## config.mk

```make
export PLATFORM = sky130hd
export DESIGN_NAME = status_read_irq
export DESIGN_NICKNAME = d
export VERILOG_FILES = /design/src/rtl/status_read_irq_pkg.sv /design/src/rtl/status_byte_deser.sv /design/src/rtl/status_read_irq.sv
export SDC_FILE = /design/constraint.sdc
export NUM_CORES = 2
export LEC_CHECK = 0
export CORE_MARGIN = 8
export CORE_UTILIZATION = 55
export DETAILED_ROUTE_END_ITERATION = 8
export PLACE_DENSITY_LB_ADDON = 0.3
export SYNTH_ARGS = -nofsm -noshare
export SYNTH_HDL_FRONTEND = slang
export SYNTH_SLANG_ARGS = --single-unit
```

## constraint.sdc

```tcl
create_clock -name clk -period 3.78 [get_ports clk]
set_input_delay 1.134 -clock clk [delete_from_list [all_inputs] [get_ports clk]]
set_output_delay 1.134 -clock clk [all_outputs]
set_load 0.05 [all_outputs]
```

## src/rtl/status_read_irq_pkg.sv

```systemverilog
// Shared types and constants for the status collector: deserializer states and
// control register selects.
package status_read_irq_pkg;

  typedef enum logic [1:0] {IDLE, SEQ, PAY, END} deser_state_e;

  localparam logic [1:0] CMD_MASK_SET = 2'd0;
  localparam logic [1:0] CMD_MASK_CLR = 2'd1;
  localparam logic [1:0] CMD_PEND_W1C = 2'd2;
  localparam logic [1:0] CMD_DROP     = 2'd3;

endpackage

```

## src/rtl/status_byte_deser.sv

```systemverilog
// Byte-serial packet deserializer: address, sequence byte, then payload bytes,
// presented as a one-cycle pkt_valid in the END state.
module status_byte_deser
  import status_read_irq_pkg::*;
#(
  parameter int PAYLOAD_BYTES = 3
) (
  input  logic        clk,
  input  logic        rst,
  input  logic [7:0]  ad,
  input  logic        rq,
  output logic        start,
  output logic        pkt_valid,
  output logic [7:0]  pkt_addr,
  output logic [31:0] pkt_word
);

  localparam logic [2:0] PB = 3'(PAYLOAD_BYTES);

  deser_state_e state, state_nxt;
  logic         rq_r;
  logic         load, seq_we, pay_we;
  logic [1:0]   byte_cnt;
  logic [7:0]   addr_q;
  logic [31:0]  word_q;

  assign start = rst && rq && !rq_r;

  always_ff @(posedge clk) begin
    if (!rst) begin
      state <= IDLE;
      rq_r  <= 1'b0;
    end else begin
      state <= state_nxt;
      rq_r  <= rq;
    end
  end

  always_comb begin
    state_nxt = state;
    load      = 1'b0;
    seq_we    = 1'b0;
    pay_we    = 1'b0;
    case (state)
      IDLE: if (start) begin
        load      = 1'b1;
        state_nxt = SEQ;
      end
      SEQ: if (rq) begin
        seq_we    = 1'b1;
        state_nxt = PAY;
      end else begin
        state_nxt = END;
      end
      PAY: if (rq) pay_we = 1'b1;
           else    state_nxt = END;
      END: begin
        // a new packet may start while the previous one is being handed off
        state_nxt = IDLE;
        if (start) begin
          load      = 1'b1;
          state_nxt = SEQ;
        end
      end
      default: state_nxt = IDLE;
    endcase
  end

  // byte_cnt saturates so overlong payloads never wrap onto stored bytes
  always_ff @(posedge clk) begin
    if (load) begin
      addr_q   <= ad;
      word_q   <= '0;
      byte_cnt <= '0;
    end else if (seq_we) begin
      word_q[31:24] <= ad;
    end else if (pay_we) begin
      if ({1'b0, byte_cnt} < PB) word_q[{byte_cnt, 3'b000} +: 8] <= ad;
      if (byte_cnt != 2'd3) byte_cnt <= byte_cnt + 2'd1;
    end
  end

  assign pkt_valid = (state == END);
  assign pkt_addr  = addr_q;
  assign pkt_word  = word_q;

endmodule

```

## src/rtl/status_read_irq.sv

```systemverilog
// Status RAM with byte-serial fill, registered read port, per-cell interrupt
// pending/mask registers and a saturating drop counter for out-of-range packets.
module status_read_irq
  import status_read_irq_pkg::*;
#(
  parameter int STATUS_DEPTH  = 6,
  parameter int PAYLOAD_BYTES = 3,
  parameter int IRQ_CELLS     = 16
) (
  input  logic                    clk,
  input  logic                    rst,
  input  logic [7:0]              ad,
  input  logic                    rq,
  output logic                    start,
  input  logic [STATUS_DEPTH-1:0] rd_addr,
  input  logic                    rd_en,
  output logic [31:0]             rd_data,
  output logic                    rd_valid,
  input  logic                    cmd_we,
  input  logic [1:0]              cmd_addr,
  input  logic [31:0]             cmd_wdata,
  output logic [31:0]             cmd_rdata,
  output logic                    irq
);

  localparam int CELLS = 1 << STATUS_DEPTH;
  localparam logic [IRQ_CELLS-1:0] ONE = IRQ_CELLS'(1);

  logic                 pkt_valid;
  logic [7:0]           pkt_addr;
  logic [31:0]          pkt_word;
  logic [31:0]          ram [CELLS];
  logic [IRQ_CELLS-1:0] mask, pending, mask_nxt, pend_nxt, pend_set, wbits;
  logic [7:0]           drop_cnt;
  logic                 in_range, wr_en;
  logic                 unused_bits;

  status_byte_deser #(.PAYLOAD_BYTES(PAYLOAD_BYTES)) u_deser (
    .clk       (clk),
    .rst       (rst),
    .ad        (ad),
    .rq        (rq),
    .start     (start),
    .pkt_valid (pkt_valid),
    .pkt_addr  (pkt_addr),
    .pkt_word  (pkt_word)
  );

  // not every parameter set consumes all address/data bits
  assign unused_bits = ^{cmd_wdata, pkt_addr};

  assign in_range = {1'b0, pkt_addr} < 9'(CELLS);
  assign wr_en    = pkt_valid && rst && in_range;
  // shifting past IRQ_CELLS yields zero, so high addresses raise nothing
  assign pend_set = pkt_valid ? (ONE << pkt_addr) : '0;
  assign wbits    = cmd_wdata[IRQ_CELLS-1:0];

  always_comb begin
    mask_nxt = mask;
    pend_nxt = pending;
    if (cmd_we) begin
      case (cmd_addr)
        CMD_MASK_SET: mask_nxt = mask | wbits;
        CMD_MASK_CLR: mask_nxt = mask & ~wbits;
        CMD_PEND_W1C: pend_nxt = pending & ~wbits;
        default: ;
      endcase
    end
    pend_nxt = pend_nxt | pend_set;
  end

  always_ff @(posedge clk) begin
    if (wr_en) ram[pkt_addr[STATUS_DEPTH-1:0]] <= pkt_word;
  end

  always_ff @(posedge clk) begin
    if (!rst) begin
      mask      <= '0;
      pending   <= '0;
      drop_cnt  <= '0;
      irq       <= 1'b0;
      rd_valid  <= 1'b0;
      rd_data   <= '0;
      cmd_rdata <= '0;
    end else begin
      mask     <= mask_nxt;
      pending  <= pend_nxt;
      irq      <= |(pending & mask);
      rd_valid <= rd_en;
      if (rd_en) rd_data <= ram[rd_addr];
      if (pkt_valid && !in_range && drop_cnt != 8'hFF) drop_cnt <= drop_cnt + 8'd1;
      case (cmd_addr)
        CMD_MASK_SET: cmd_rdata <= 32'(mask);
        CMD_MASK_CLR: cmd_rdata <= 32'(pending);
        CMD_PEND_W1C: cmd_rdata <= 32'(pending & mask);
        default:      cmd_rdata <= {24'd0, drop_cnt};
      endcase
    end
  end

endmodule

```

# Word-level counts from Yosys, hierarchy flattened
# Memories as Yosys holds them, arrays and structs flattened. A register that Yosys moved wholly into a read port is not among the register bits.
# Index checks and enable logic that the tools add are counted.
classes:
  n_eq_ne: 9
  bitwise: 8
  n_addsub: 3
  muxes: 21
  n_lt_le_gt_ge: 2
  reduce_logical: 21
  shifts: 3
ops:
  columns: ["operator", "n"]
  rows:
  - ["bitwise AND 16 bit", 4]
  - ["2-to-1 mux 32 bit", 2]
  - ["2-to-1 mux 16 bit", 3]
  - ["one-hot mux 16 bit (3 select lines)", 1]
  - ["bitwise mux 32 bit", 1]
  - ["OR 16 bit", 2]
  - ["one-hot mux 16 bit (2 select lines)", 1]
  - ["variable shift 8 x 7 -> 32 bit, first input constant", 1]
  - ["indexed part select 8 x 7 -> 32 bit", 1]
  - ["inverter 16 bit", 1]
  - ["OR reduction 16 bit", 1]
  - ["<< shifter 1 x 8 -> 16 bit, first input constant", 1]
  - ["2-to-1 mux 1 bit", 9]
  - ["adder 8 x 1 -> 8 bit, second input constant", 1]
  - ["< comparator 8 x 7 -> 1 bit, second input constant", 1]
  - ["2-to-1 mux 8 bit", 1]
  - ["inequality test 8 bit, second input constant", 1]
  - ["one-hot mux 2 bit (4 select lines)", 1]
  - ["negator 5 -> 7 bit", 1]
  - ["== test 2 bit, second input constant", 3]
  - ["logical AND 1 bit", 6]
  - ["inequality test 2 bit, second input constant", 3]
  - ["AND reduction 2 bit", 3]
  - ["AND reduction 3 bit", 2]
  - ["9 further kinds", 16]
word_totals:
  wordCells: 80
  in_bits: 53
  output_inout_bits: 67
  mem_count: 1
  register_bits: 119
  ram_bits: 2048
mem_list:
  columns: ["name", "depth", "word_bits", "rd", "rd_clocked_by_memory_dff", "wr", "line", "rtl"]
  rows:
  - ["ram", 64, 32, 1, 1, 1, "status_read_irq.sv:32", "logic [31:0] ram [CELLS];"]

# Depth between registers and ports, before layout
logic_depth:
  word_depth: 6
  mapped_depth: 11
  ltp_nobuf: 7

# Modules after synthesis
# A second synthesis with hierarchy kept.
hier_totals:
  hier_cells: 4158
  area_unflattened_um2: 84023.1
modules_own_cells:
  columns: ["mod", "seq_area_each_um2", "area_per_inst_um2", "n_inst", "cells_each"]
  rows:
  - ["status_read_irq", 63300.7, 82126.3, 1, 3957]
  - ["status_byte_deser", 980.9, 1896.8, 1, 201]

# Least setup slack after synthesis
# OpenSTA, ideal clock, no wires.
synth_path:
  kind: "input to register"
  start: "input port rst"
  end: "memory ram[57][0], enable pin"
  n_path_buf: 0
  t_required_ps: 3359
  cell_stages: 4
  setup_time_ps: 421
  path_slack_ps: 408
  t_arrival_ps: 2951
  cell_sequence: "inv_2 > nor2_1 > nand2_1 > nor2_1"
synth_between:
  elab_chain_len: 4
synth_lines:
  columns: ["element", "line", "rtl"]
  rows:
  - ["start, declared", "status_read_irq.sv:11", "input logic rst,"]
  - ["logical AND 1 bit (2 in series)", "status_read_irq.sv:53", "assign wr_en = pkt_valid && rst && in_range;"]
  - ["2-to-1 mux 1 bit", "status_read_irq.sv:73", "if (wr_en) ram[pkt_addr[STATUS_DEPTH-1:0]] <= pkt_word;"]
  - ["2-to-1 mux 1 bit (not written as such)", "status_read_irq.sv:73", null]
  - ["end, declared", "status_read_irq.sv:32", null]
# Every way passes these cells.

# Worst setup path in the final report
layout_path:
  start: "input port rst"
  end: "output port start"
layout_between:
  elab_chain_len: 2
layout_lines:
  columns: ["element", "line", "rtl"]
  rows:
  - ["logical AND 1 bit (2 in series)", "status_byte_deser.sv:27", "assign start = rst && rq && !rq_r;"]
  - ["end, declared", "status_read_irq.sv:14", "output logic start,"]
# Every way passes these cells.

==> results.cfg <==
[outcome]
run_status = finished, final reports clean

[sta]
final-hold-violation-count = 0
final.hold.worst_slack_ns = 0.454
max_clock_freq_ghz = 0.270
final_min_period_over_clock_period_pct = 98.0
grt_setup_unrepaired = no
period_needed_ns = 3.71
tightest_slew_ns = 1.33
setup_viol_count_final = 0
setup_tns_ns = 0
timing.final.max_slew_violations = 0
worst_slew_margin_rel_pct = 11.2
skew_ns = 0.0390

[critical_path]
worst-endpoint-arrival_ns = 2.57
ff2ff_path_depth = 8
critical-path-slowest-cell = sky130_fd_sc_hd__clkdlybuf4s50_1
regToRegStartpoint = u_deser.state[0]$_SDFFE_PN0P_
critical_path.top_delay_family = buffers and inverters
critPathMaxStageDelay_ns = 0.86
worst-path-max-fanout = 8
worstSetupStartpointType = input port
worst_r2r_endpoint = ram[58][17]$_DFFE_PP_
setup.worst_path.class = input port to primary output
critPathCaptureType = primary output
critPathBufInv = 3
cp_data_required_time_ns = 2.65
worstPathCellList = clkdlybuf4s50_1 -> nand3b_1 -> inv_1 -> buf_12
path_depth = 4
reg2reg_slack_ns = 0.94

[power]
pwr_density_cell_nw_per_um2 = 535
report.power.total_mw = 51.7
power_leakage_nw = 31.4
peakVddDrop_v = 0.000390

[synthesis]
synth.lib_cells_used.distinct = 61
post_synth_inst_count = 4023
synthFlopType = sky130_fd_sc_hd__edfxtp_1
synth_largest_area_cell = sky130_fd_sc_hd__edfxtp_1
avgSynthCellArea_um2 = 20.8
synth.yosys.warnings = 0
ys_top_cells_by_area = sky130_fd_sc_hd__edfxtp_1, sky130_fd_sc_hd__mux4_2, sky130_fd_sc_hd__mux2i_1
ys_seq_elements = 2183
sequential_to_total_area_share_from_yosys_stat_pct = 76.7
synthDominantCellAreaShare_pct = 73.7
syn-cell-area_um2 = 83800
number_of_flops_mapped_to_enable_cells_by_yosys = 2056
ys_async_sr_fraction_pct = 0

[global_route]
grt.overflow.total = 0
grt_start_max_net_pins = 66
grt_usage_pct = 24.7
vias_in_the_first_global_route = 42338
grt_first_pass_wirelength_um = 295000
grt_antenna_before_repair = 9

[place]
dp_hpwl_um = 120000
place.gp.congestion = 0.832
port_buffers = 87

[cts]
max_clock_buf_depth = 3
clkTransAtPathRegs_ns = 0.06
tritoncts = done
cts.hold.buffers_added = 0
post_cts.repair.setup_buffers = 0
cts.sink_count = 2183
cts.htree.levels = 4
ctsResizeCount = 0
cts-buffers-inserted = 205
cts_root_buffer = sky130_fd_sc_hd__clkbuf_16
clk-insertion-delay-late_ns = 0.85

[hold_path]
whs_endpoint = u_deser.pkt_word[2]$_SDFFE_PP0P_
min-delay-path-class = flip-flop to flip-flop
hp-start = u_deser.pkt_word[2]$_SDFFE_PP0P_
hold_depth = 2

[detailed_routing]
drt_pre_antenna_iters = 5
total_number_of_vias = 42427
post_drt_wl_per_cell_um = 31.1
wl_um = 205000
drt_iter0_markers = 4971
number_of_nets_still_failing_antenna_checks_after_routing = 0
drc_errors_left = 0
drt-vias-per-instance = 6.44

[finish]
design.final.nets = 4444
drive_gt1_share_pct = 25.9
areaGrowthSynthToFinish_pct = 15.2

[die]
row_count = 143
start_util_pct = 55.2
die_w_um = 406
core_region_area_um2 = 152000
ios = 120
die_h_um = 406
fp.dieArea_um2 = 165000

[run]
cap_violations = 0
## cell type report
class                   count  area [um^2]
clock buffers             262         5590
inverters                  11         41.3
diodes                      3         7.51
clock inverters           118          968
multi-input cells        1598        18600
well taps                2030         2540
fillers                 10105        55200
repair buffers            381         4430
flip-flops and latches   2183        64300
## flip-flops by register name, indices dropped and copies added (netlist names), named ones only
register	cells
cmd_rdata	16
drop_cnt	8
irq	1
pending	16
ram	2048
rd_data	32
rd_valid	1
u_deser.byte_cnt	2
u_deser.pkt_addr	8
u_deser.pkt_word	32
u_deser.rq_r	1
u_deser.state	2
## routing by layer
layer,share of wire (%),global-route usage [%],vias up,wire (um)
li1,-,-,17546,-
met1,39,34.4,22342,79600
met2,49,40.1,2197,100000
met3,10,5.66,340,20500
met4,2.3,6.42,2,4770
met5,0.0073,0,-,15
## Yosys cell counts, types with 3 or more instances
cell / number
sky130_fd_sc_hd__nand3b_1: 11
sky130_fd_sc_hd__ha_1: 11
sky130_fd_sc_hd__edfxtp_1: 2056
sky130_fd_sc_hd__a32oi_1: 12
sky130_fd_sc_hd__a221o_1: 14
sky130_fd_sc_hd__nor2_1: 148
sky130_fd_sc_hd__and3_1: 12
sky130_fd_sc_hd__o21a_1: 15
sky130_fd_sc_hd__buf_2: 58
sky130_fd_sc_hd__mux4_2: 445
sky130_fd_sc_hd__nand2_1: 108
sky130_fd_sc_hd__a22oi_1: 65
sky130_fd_sc_hd__inv_1: 9
sky130_fd_sc_hd__o21ai_0: 19
sky130_fd_sc_hd__nor3_1: 5
sky130_fd_sc_hd__buf_4: 54
sky130_fd_sc_hd__a311oi_1: 16
sky130_fd_sc_hd__clkbuf_1: 92
sky130_fd_sc_hd__o221a_1: 16
sky130_fd_sc_hd__and2_1: 18
sky130_fd_sc_hd__nand2b_1: 14
sky130_fd_sc_hd__a31oi_1: 27
sky130_fd_sc_hd__o2bb2ai_1: 11
sky130_fd_sc_hd__o21ai_1: 12
sky130_fd_sc_hd__mux2i_1: 259
sky130_fd_sc_hd__buf_6: 23
sky130_fd_sc_hd__a21oi_1: 91
sky130_fd_sc_hd__xnor2_1: 6
sky130_fd_sc_hd__dfxtp_1: 127
sky130_fd_sc_hd__o221ai_1: 38
sky130_fd_sc_hd__o22a_1: 3
sky130_fd_sc_hd__a22o_1: 3
sky130_fd_sc_hd__a2111oi_0: 12
sky130_fd_sc_hd__nor2b_1: 9
sky130_fd_sc_hd__a221oi_1: 26
sky130_fd_sc_hd__mux2_2: 20
sky130_fd_sc_hd__buf_1: 16
sky130_fd_sc_hd__o22ai_1: 50
sky130_fd_sc_hd__nand3_1: 47
sky130_fd_sc_hd__nor3b_1: 5
sky130_fd_sc_hd__or3b_1: 5
sky130_fd_sc_hd__o221a_2: 7
## where the power goes
group / switching, mW / internal (mW)
combinational: 1.94 / 0.920
clock: 8.76 / 11.2
sequential: 0.991 / 27.8
## per-stage QoR
| stage | cells | utilization, % | cell area [um^2] | worst slack [ns] |
|---|---|---|---|---|
| 5_1_grt | 6583 | 63.6 | 96500 | 0.00133 |
| 4_1_cts | 6583 | 63.6 | 96500 | 0.0771 |
| 3_5_place_dp | 6203 | 59.3 | 90000 | -0.282 |
| 6_report | 6586 | 63.6 | 96500 | 0.0743 |
| 3_3_place_gp | 6203 | 59.3 | 90000 | -0.238 |
| 2_1_floorplan | 4038 | - | 83900 | 0.408 |
## tightest hold or removal path, stage by stage (launching register included)
cell,delay (ns)
sky130_fd_sc_hd__dfxtp_2,0.32
sky130_fd_sc_hd__nand2_1,0.05
sky130_fd_sc_hd__a21oi_1,0.05
## how the worst max path moves through the flow
stage	to	from
finish	start	rst
global route	start	rst
CTS	start	rst
detailed placement	rd_data[28]$_SDFFE_PN0P_	rst
global placement	rd_data[28]$_SDFFE_PN0P_	rst
floorplan	ram[57][0]$_DFFE_PP_	rst
## logic make-up after synthesis
group | Yosys count | synth area share (%)
other cells | 1 | 0.00447
simple gates | 394 | 2.17
xor+xnor | 7 | 0.0731
fa+ha+maj | 11 | 0.164
buf+inv | 257 | 1.74
compound gates | 446 | 3.85
mux | 724 | 15.3
flops | 2183 | 76.7
## cells in the final DEF, fill, tap and decap left out, types with 41 or more instances in the layout
cell / count
sky130_fd_sc_hd__clkdlybuf4s50_1: 81
sky130_fd_sc_hd__buf_12: 107
sky130_fd_sc_hd__dfxtp_1: 95
sky130_fd_sc_hd__clkbuf_1: 41
sky130_fd_sc_hd__mux4_2: 445
sky130_fd_sc_hd__nand3_1: 47
sky130_fd_sc_hd__nor2_1: 81
sky130_fd_sc_hd__a22oi_1: 65
sky130_fd_sc_hd__buf_4: 188
sky130_fd_sc_hd__clkinv_1: 42
sky130_fd_sc_hd__nand2_1: 107
sky130_fd_sc_hd__clkinv_2: 42
sky130_fd_sc_hd__edfxtp_1: 2056
sky130_fd_sc_hd__mux2i_1: 259
sky130_fd_sc_hd__nor2_4: 65
sky130_fd_sc_hd__a21oi_1: 91
sky130_fd_sc_hd__clkbuf_16: 213
sky130_fd_sc_hd__o22ai_1: 50
No activity file was read; power rests on OpenSTA's default activity.
